--- config.mk ---
export PLATFORM = sky130hd
export DESIGN_NAME = median_stream_filter
export DESIGN_NICKNAME = d
export VERILOG_FILES = /design/src/rtl/median_stream_filter.sv
export SDC_FILE = /design/constraint.sdc
export NUM_CORES = 1
export LEC_CHECK = 0
export CELL_PAD_IN_SITES_DETAIL_PLACEMENT = 0
export CELL_PAD_IN_SITES_GLOBAL_PLACEMENT = 1
export CORE_ASPECT_RATIO = 0.8
export CORE_UTILIZATION = 40
export DETAILED_ROUTE_END_ITERATION = 10
export GPL_ROUTABILITY_DRIVEN = 1
export PLACE_DENSITY = 0.74
export RECOVER_POWER = 25
export SKIP_LAST_GASP = 1
export SYNTH_ARGS = -nofsm -noshare
export SYNTH_HDL_FRONTEND = slang
export SYNTH_SLANG_ARGS = --single-unit
export TNS_END_PERCENT = 5
--- constraint.sdc ---
create_clock -name clk -period 4.5 [get_ports clk]
set_clock_uncertainty 0.05 [all_clocks]
set_input_delay 0.675 -clock clk [delete_from_list [all_inputs] [get_ports clk]]
set_output_delay 0.675 -clock clk [all_outputs]
set_load 0.02 [all_outputs]
--- src/rtl/median_stream_filter.sv ---
// rtl/median_stream_filter.sv - sliding-window median filter with valid/ready streams
module median_stream_filter #(
    parameter int DATA_W = 4,
    parameter int WIN    = 3
) (
    input  logic              clk,
    input  logic              rst_n,
    input  logic              flush,
    input  logic              in_valid,
    input  logic [DATA_W-1:0] in_data,
    output logic              in_ready,
    output logic              out_valid,
    output logic [DATA_W-1:0] out_data,
    input  logic              out_ready
);
    localparam int CNT_W = $clog2(WIN + 1);

    typedef enum logic {S_FILL = 1'b0, S_RUN = 1'b1} state_t;

    state_t            r_state;
    state_t            w_state_next;
    logic [CNT_W-1:0]  r_cnt;
    logic [DATA_W-1:0] r_win      [WIN];
    logic [DATA_W-1:0] w_win_next [WIN];
    logic [DATA_W-1:0] w_median;
    logic              w_accept;
    logic              w_fill_last;
    logic              w_emit;

    if (WIN != 3 && WIN != 5) begin : g_bad_win
        $error("median_stream_filter: WIN must be 3 or 5");
    end

    always_ff @(posedge clk or negedge rst_n) begin
        if (!rst_n) begin
            r_state <= S_FILL;
        end else begin
            r_state <= w_state_next;
        end
    end

    always_comb begin
        w_state_next = r_state;
        if (flush) begin
            w_state_next = S_FILL;
        end else if (r_state == S_FILL && w_accept && w_fill_last) begin
            w_state_next = S_RUN;
        end
    end

    // A median is produced for every accept that leaves the window full.
    always_comb begin
        in_ready    = rst_n && !flush && (!out_valid || out_ready);
        w_accept    = in_valid && in_ready;
        w_fill_last = (r_cnt == CNT_W'(WIN - 1));
        w_emit      = w_accept && ((r_state == S_RUN) || w_fill_last);
    end

    always_comb begin
        w_win_next[0] = in_data;
        for (int i = 1; i < WIN; i++) begin
            w_win_next[i] = r_win[i-1];
        end
    end

    if (WIN == 3) begin : g_med3
        logic [DATA_W-1:0] w_ab_lo;
        logic [DATA_W-1:0] w_ab_hi;
        logic [DATA_W-1:0] w_hc_lo;

        always_comb begin
            w_ab_lo  = (w_win_next[0] < w_win_next[1]) ? w_win_next[0] : w_win_next[1];
            w_ab_hi  = (w_win_next[0] < w_win_next[1]) ? w_win_next[1] : w_win_next[0];
            w_hc_lo  = (w_ab_hi < w_win_next[2]) ? w_ab_hi : w_win_next[2];
            w_median = (w_ab_lo > w_hc_lo) ? w_ab_lo : w_hc_lo;
        end
    end else begin : g_med5
        // Optimal 9-comparator sorting network; the median lands in slot 2.
        localparam int CX_N = 9;
        localparam int CX_A [CX_N] = '{0, 3, 2, 2, 1, 0, 0, 1, 1};
        localparam int CX_B [CX_N] = '{1, 4, 4, 3, 4, 3, 2, 3, 2};

        logic [DATA_W-1:0] w_srt [5];
        logic [DATA_W-1:0] w_tmp;

        always_comb begin
            w_tmp = '0;
            for (int i = 0; i < 5; i++) begin
                w_srt[i] = w_win_next[i];
            end
            for (int k = 0; k < CX_N; k++) begin
                if (w_srt[CX_A[k]] > w_srt[CX_B[k]]) begin
                    w_tmp           = w_srt[CX_A[k]];
                    w_srt[CX_A[k]]  = w_srt[CX_B[k]];
                    w_srt[CX_B[k]]  = w_tmp;
                end
            end
            w_median = w_srt[2];
        end
    end

    always_ff @(posedge clk or negedge rst_n) begin
        if (!rst_n) begin
            r_cnt     <= '0;
            out_valid <= 1'b0;
            out_data  <= '0;
            for (int i = 0; i < WIN; i++) begin
                r_win[i] <= '0;
            end
        end else if (flush) begin
            r_cnt     <= '0;
            out_valid <= 1'b0;
        end else begin
            if (w_accept) begin
                r_win <= w_win_next;
                if (r_cnt != CNT_W'(WIN)) begin
                    r_cnt <= r_cnt + 1'b1;
                end
            end
            if (w_emit) begin
                out_valid <= 1'b1;
                out_data  <= w_median;
            end else if (out_ready) begin
                out_valid <= 1'b0;
            end
        end
    end
endmodule

==> results.py <==
metrics = {
    "placement": {
        "place_hpwl_mm": 2.07,
        "placed_cells": 188,
        "port_buffers": 14,
        "place.gp.congestion": 0.824,
    },
    "die": {
        "ios": 15,
        "fp.dieH_um": 50.8,
        "core_area_sq_um": 2790,
        "num_rows": 17,
        "initial_core_util_pct": 42.7,
        "chipWidth_um": 62.9,
        "die_area_sq_um": 3190,
    },
    "layout": {
        "area.growth.synth_to_final_pct": 33.3,
        "multiInputGateArea_sq_um": 790,
        "antenna_cells": 0,
        "fin_cells": 194,
        "layout_commonest_cell": "dfrtp_1",
        "nets": 181,
        "seq_area_sq_um": 400,
        "layout_common_cells": "dfrtp_1 (16), ha_1 (14), buf_4 (13)",
        "drive_above_1_share_pct": 24.4,
        "fill_cells": 261,
    },
    "drt": {
        "ant_nets": 0,
        "totalWireLength_mm": 2.73,
        "routedWlPerCell_um": 14.1,
        "dr.pass1.iters": 4,
        "vias_per_cell": 5.14,
        "num_vias": 998,
        "drc": 0,
        "first_iter_violations": 50,
    },
    "timing": {
        "period_needed_ns": 4.27,
        "rsz0062_at_grt": "false",
        "tns_ns": 0,
        "worst_pin_slew_ns": 0.937,
        "fin_hold_ws_ns": 0.466,
        "slew_headroom_pct": 37.5,
        "drv_slew": 0,
        "setup_viol_count_final": 0,
        "hold_viol_final": 0,
        "fin_crit_sh_pct": 94.8,
        "max_freq_mhz": 234,
    },
    "critical_path": {
        "r2r-end": "out_data[2]",
        "reg2regPathDepth": 19,
        "cp-start-kind": "input port",
        "r2r_start": "r_win[9]",
        "crit_path_max_fanout": 6,
        "reg2reg_slack_ns": 0.45,
        "arrival_ns": 4.35,
        "critPathKind": "in -> reg",
        "worst_setup_path_end_kind": "flop",
        "crit_required_ns": 4.59,
    },
    "yosys": {
        "synthesis.area_sq_um": 1190,
        "synth_xor_area_share_pct": 0,
        "synthArstFlopShare_pct": 100,
        "postSynthCellCount": 127,
        "synth_top_family_by_area": "compound AO/OA/AOI/OAI gates",
        "synth_warnings": 0,
        "postSynthAreaPerCell_sq_um": 9.36,
        "ys_seq_elements": 16,
        "syn_nets": 151,
        "synth_compound_area_share_pct": 18.7,
        "synth_fa_ha_area_share_pct": 15.8,
        "synth_edf_count": 0,
        "yosys.area_share.simple_pct": 16.0,
        "ys_seq_area_share_pct": 33.7,
        "yosys-mux-area-fraction_pct": 10.4,
        "synth_top_flop_cell": "dfrtp_1",
        "synth_cell_types": 33,
    },
    "global_route": {
        "grt_pass1_vias": 996,
        "grt_overflow": 0,
        "grt_max_degree": 19,
        "grt.total_usage_pct": 19.8,
        "antenna_found_initial": 0,
        "grt_pass1_wl_mm": 4.70,
    },
    "clocking": {
        "root_buffer": "clkbuf_8",
        "cts.sinks": 16,
        "clkTransAtPathRegs_ns": 0.07,
        "clock_path_buffers": 2,
        "cts_tree": "yes",
        "clock_latency_ns": 0.25,
        "cts_htree_levels": 1,
        "numCtsBuffers": 3,
    },
    "power_and_ir_drop": {
        "p_sw_share_pct": 37.2,
        "powerDensity_nw_per_um2": 437,
        "p_comb_share_pct": 53.7,
        "p_int_uw": 434,
        "switching_power_uw": 257,
        "seq_power_share_pct": 27.4,
        "max-vdd-ir-drop_mv": 0.157,
        "p_leak_uw": 0.000754,
        "power_frac_clock_pct": 18.9,
    },
    "hold_path": {
        "min_delay_path_depth": 2,
        "whs_endpoint": "out_data[3]",
        "hold_class": "reg -> reg",
        "hold_start": "out_data[3]",
    },
    "run_status": {
        "status": "complete, no violations",
    },
    "flow_run": {
        "maxCapViolCount": 0,
    },
}
-- worst max-delay path, cell delays in order --
cell and delay [ns]:
clkdlybuf4s50_1 0.43, nand2b_1 0.16, a2111o_1 0.39, and2_4 0.17, mux2i_2 0.18, inv_1 0.10
ha_4 0.29, nand3_2 0.08, nand2_2 0.08, nor2_1 0.04, mux2_4 0.29, o32ai_4 0.22
ha_1 0.29, nor2b_2 0.17, o211ai_1 0.22, a21oi_2 0.14, nor2b_4 0.15, a22oi_1 0.17
o21ai_1 0.09
-- stage by stage --
step / total power, uW / utilization [%] / cell area, sq um / setup WS [ns]
after floorplan: 395 / - / 1190 / 0.393
after global placement: 493 / 52.0 / 1450 / -0.188
after detailed placement: 501 / 52.0 / 1450 / -0.287
after CTS: 641 / 54.1 / 1510 / 0.0162
after global routing: 747 / 56.8 / 1580 / 0.0446
final: 692 / 56.8 / 1580 / 0.233
-- state kept, by name, indices dropped and copies added, names as in the netlist --
| signal | cells |
|---|---|
| r_win | 8 |
| out_data | 4 |
| r_cnt | 2 |
| out_valid | 1 |
| r_state | 1 |
-- per-layer routing --
metal  vias up  track usage [%]  routed length (um)
met3         4             4.09                  72
met1       472             25.1                1350
met4         0             8.14                  42
met2        12             32.6                1270
li1        510                -                   -
met5         -                0                   0
-- final cells by class --
class,count,area share (%)
Sequential cell,16,25.3
Clock buffer,4,3.48
Multi-Input combinational cell,96,49.8
Tap cell,38,3.00
Inverter,12,2.84
Timing Repair Buffer,28,15.6
-- power groups by stage --
stage	clock, uW	sequential, uW	combinational (uW)
2_1_floorplan	0	191	204
4_1_cts	135	189	318
3_3_place_gp	0	189	304
3_5_place_dp	0	191	310
6_report	131	190	371
5_1_grt	140	193	414
-- Yosys cell counts (all sizes together), types with 2 or more instances --
cell | number | area share, %
a21oi | 10 | 4.2
and3 | 2 | 1.1
clkbuf | 2 | 0.63
dfrtp | 16 | 34
ha | 15 | 16
inv | 12 | 3.8
mux2 | 8 | 7.9
mux2i | 3 | 2.5
nand2 | 9 | 2.8
nand2b | 6 | 3.2
nand3 | 2 | 0.84
nor2 | 8 | 2.5
nor2b | 2 | 1.1
o211ai | 2 | 1.3
o21ai | 11 | 4.6
o21bai | 2 | 1.3
or3 | 2 | 1.1
-- logic make-up after synthesis --
family | Yosys count
compound gates | 34
fa+ha+maj | 15
buf+inv | 15
flops | 16
mux | 11
simple gates | 36
-- worst max path at each step --
| stage | start | end | slack, ns | cells past startpoint |
|---|---|---|---|---|
| global placement | in_data[3] | out_data[0] | -0.19 | 18 |
| detailed placement | in_data[3] | out_data[2] | -0.29 | 20 |
| finish | in_data[0] | out_data[2] | 0.23 | 19 |
| global route | in_data[0] | out_data[2] | 0.04 | 19 |
| floorplan | in_data[1] | out_data[1] | 0.39 | 18 |
| CTS | in_data[3] | out_data[2] | 0.02 | 20 |
-- what timing repair did --
action                                  in CTS  in global routing
resized for setup                            1                 17
gates cloned                                 0                  0
pin swaps                                    1                 11
endpoints found under the setup margin       3                  4
hold buffers                                 0                  0
buffers inserted                             0                  2
Note: power is estimated with default switching activity, not from simulation.
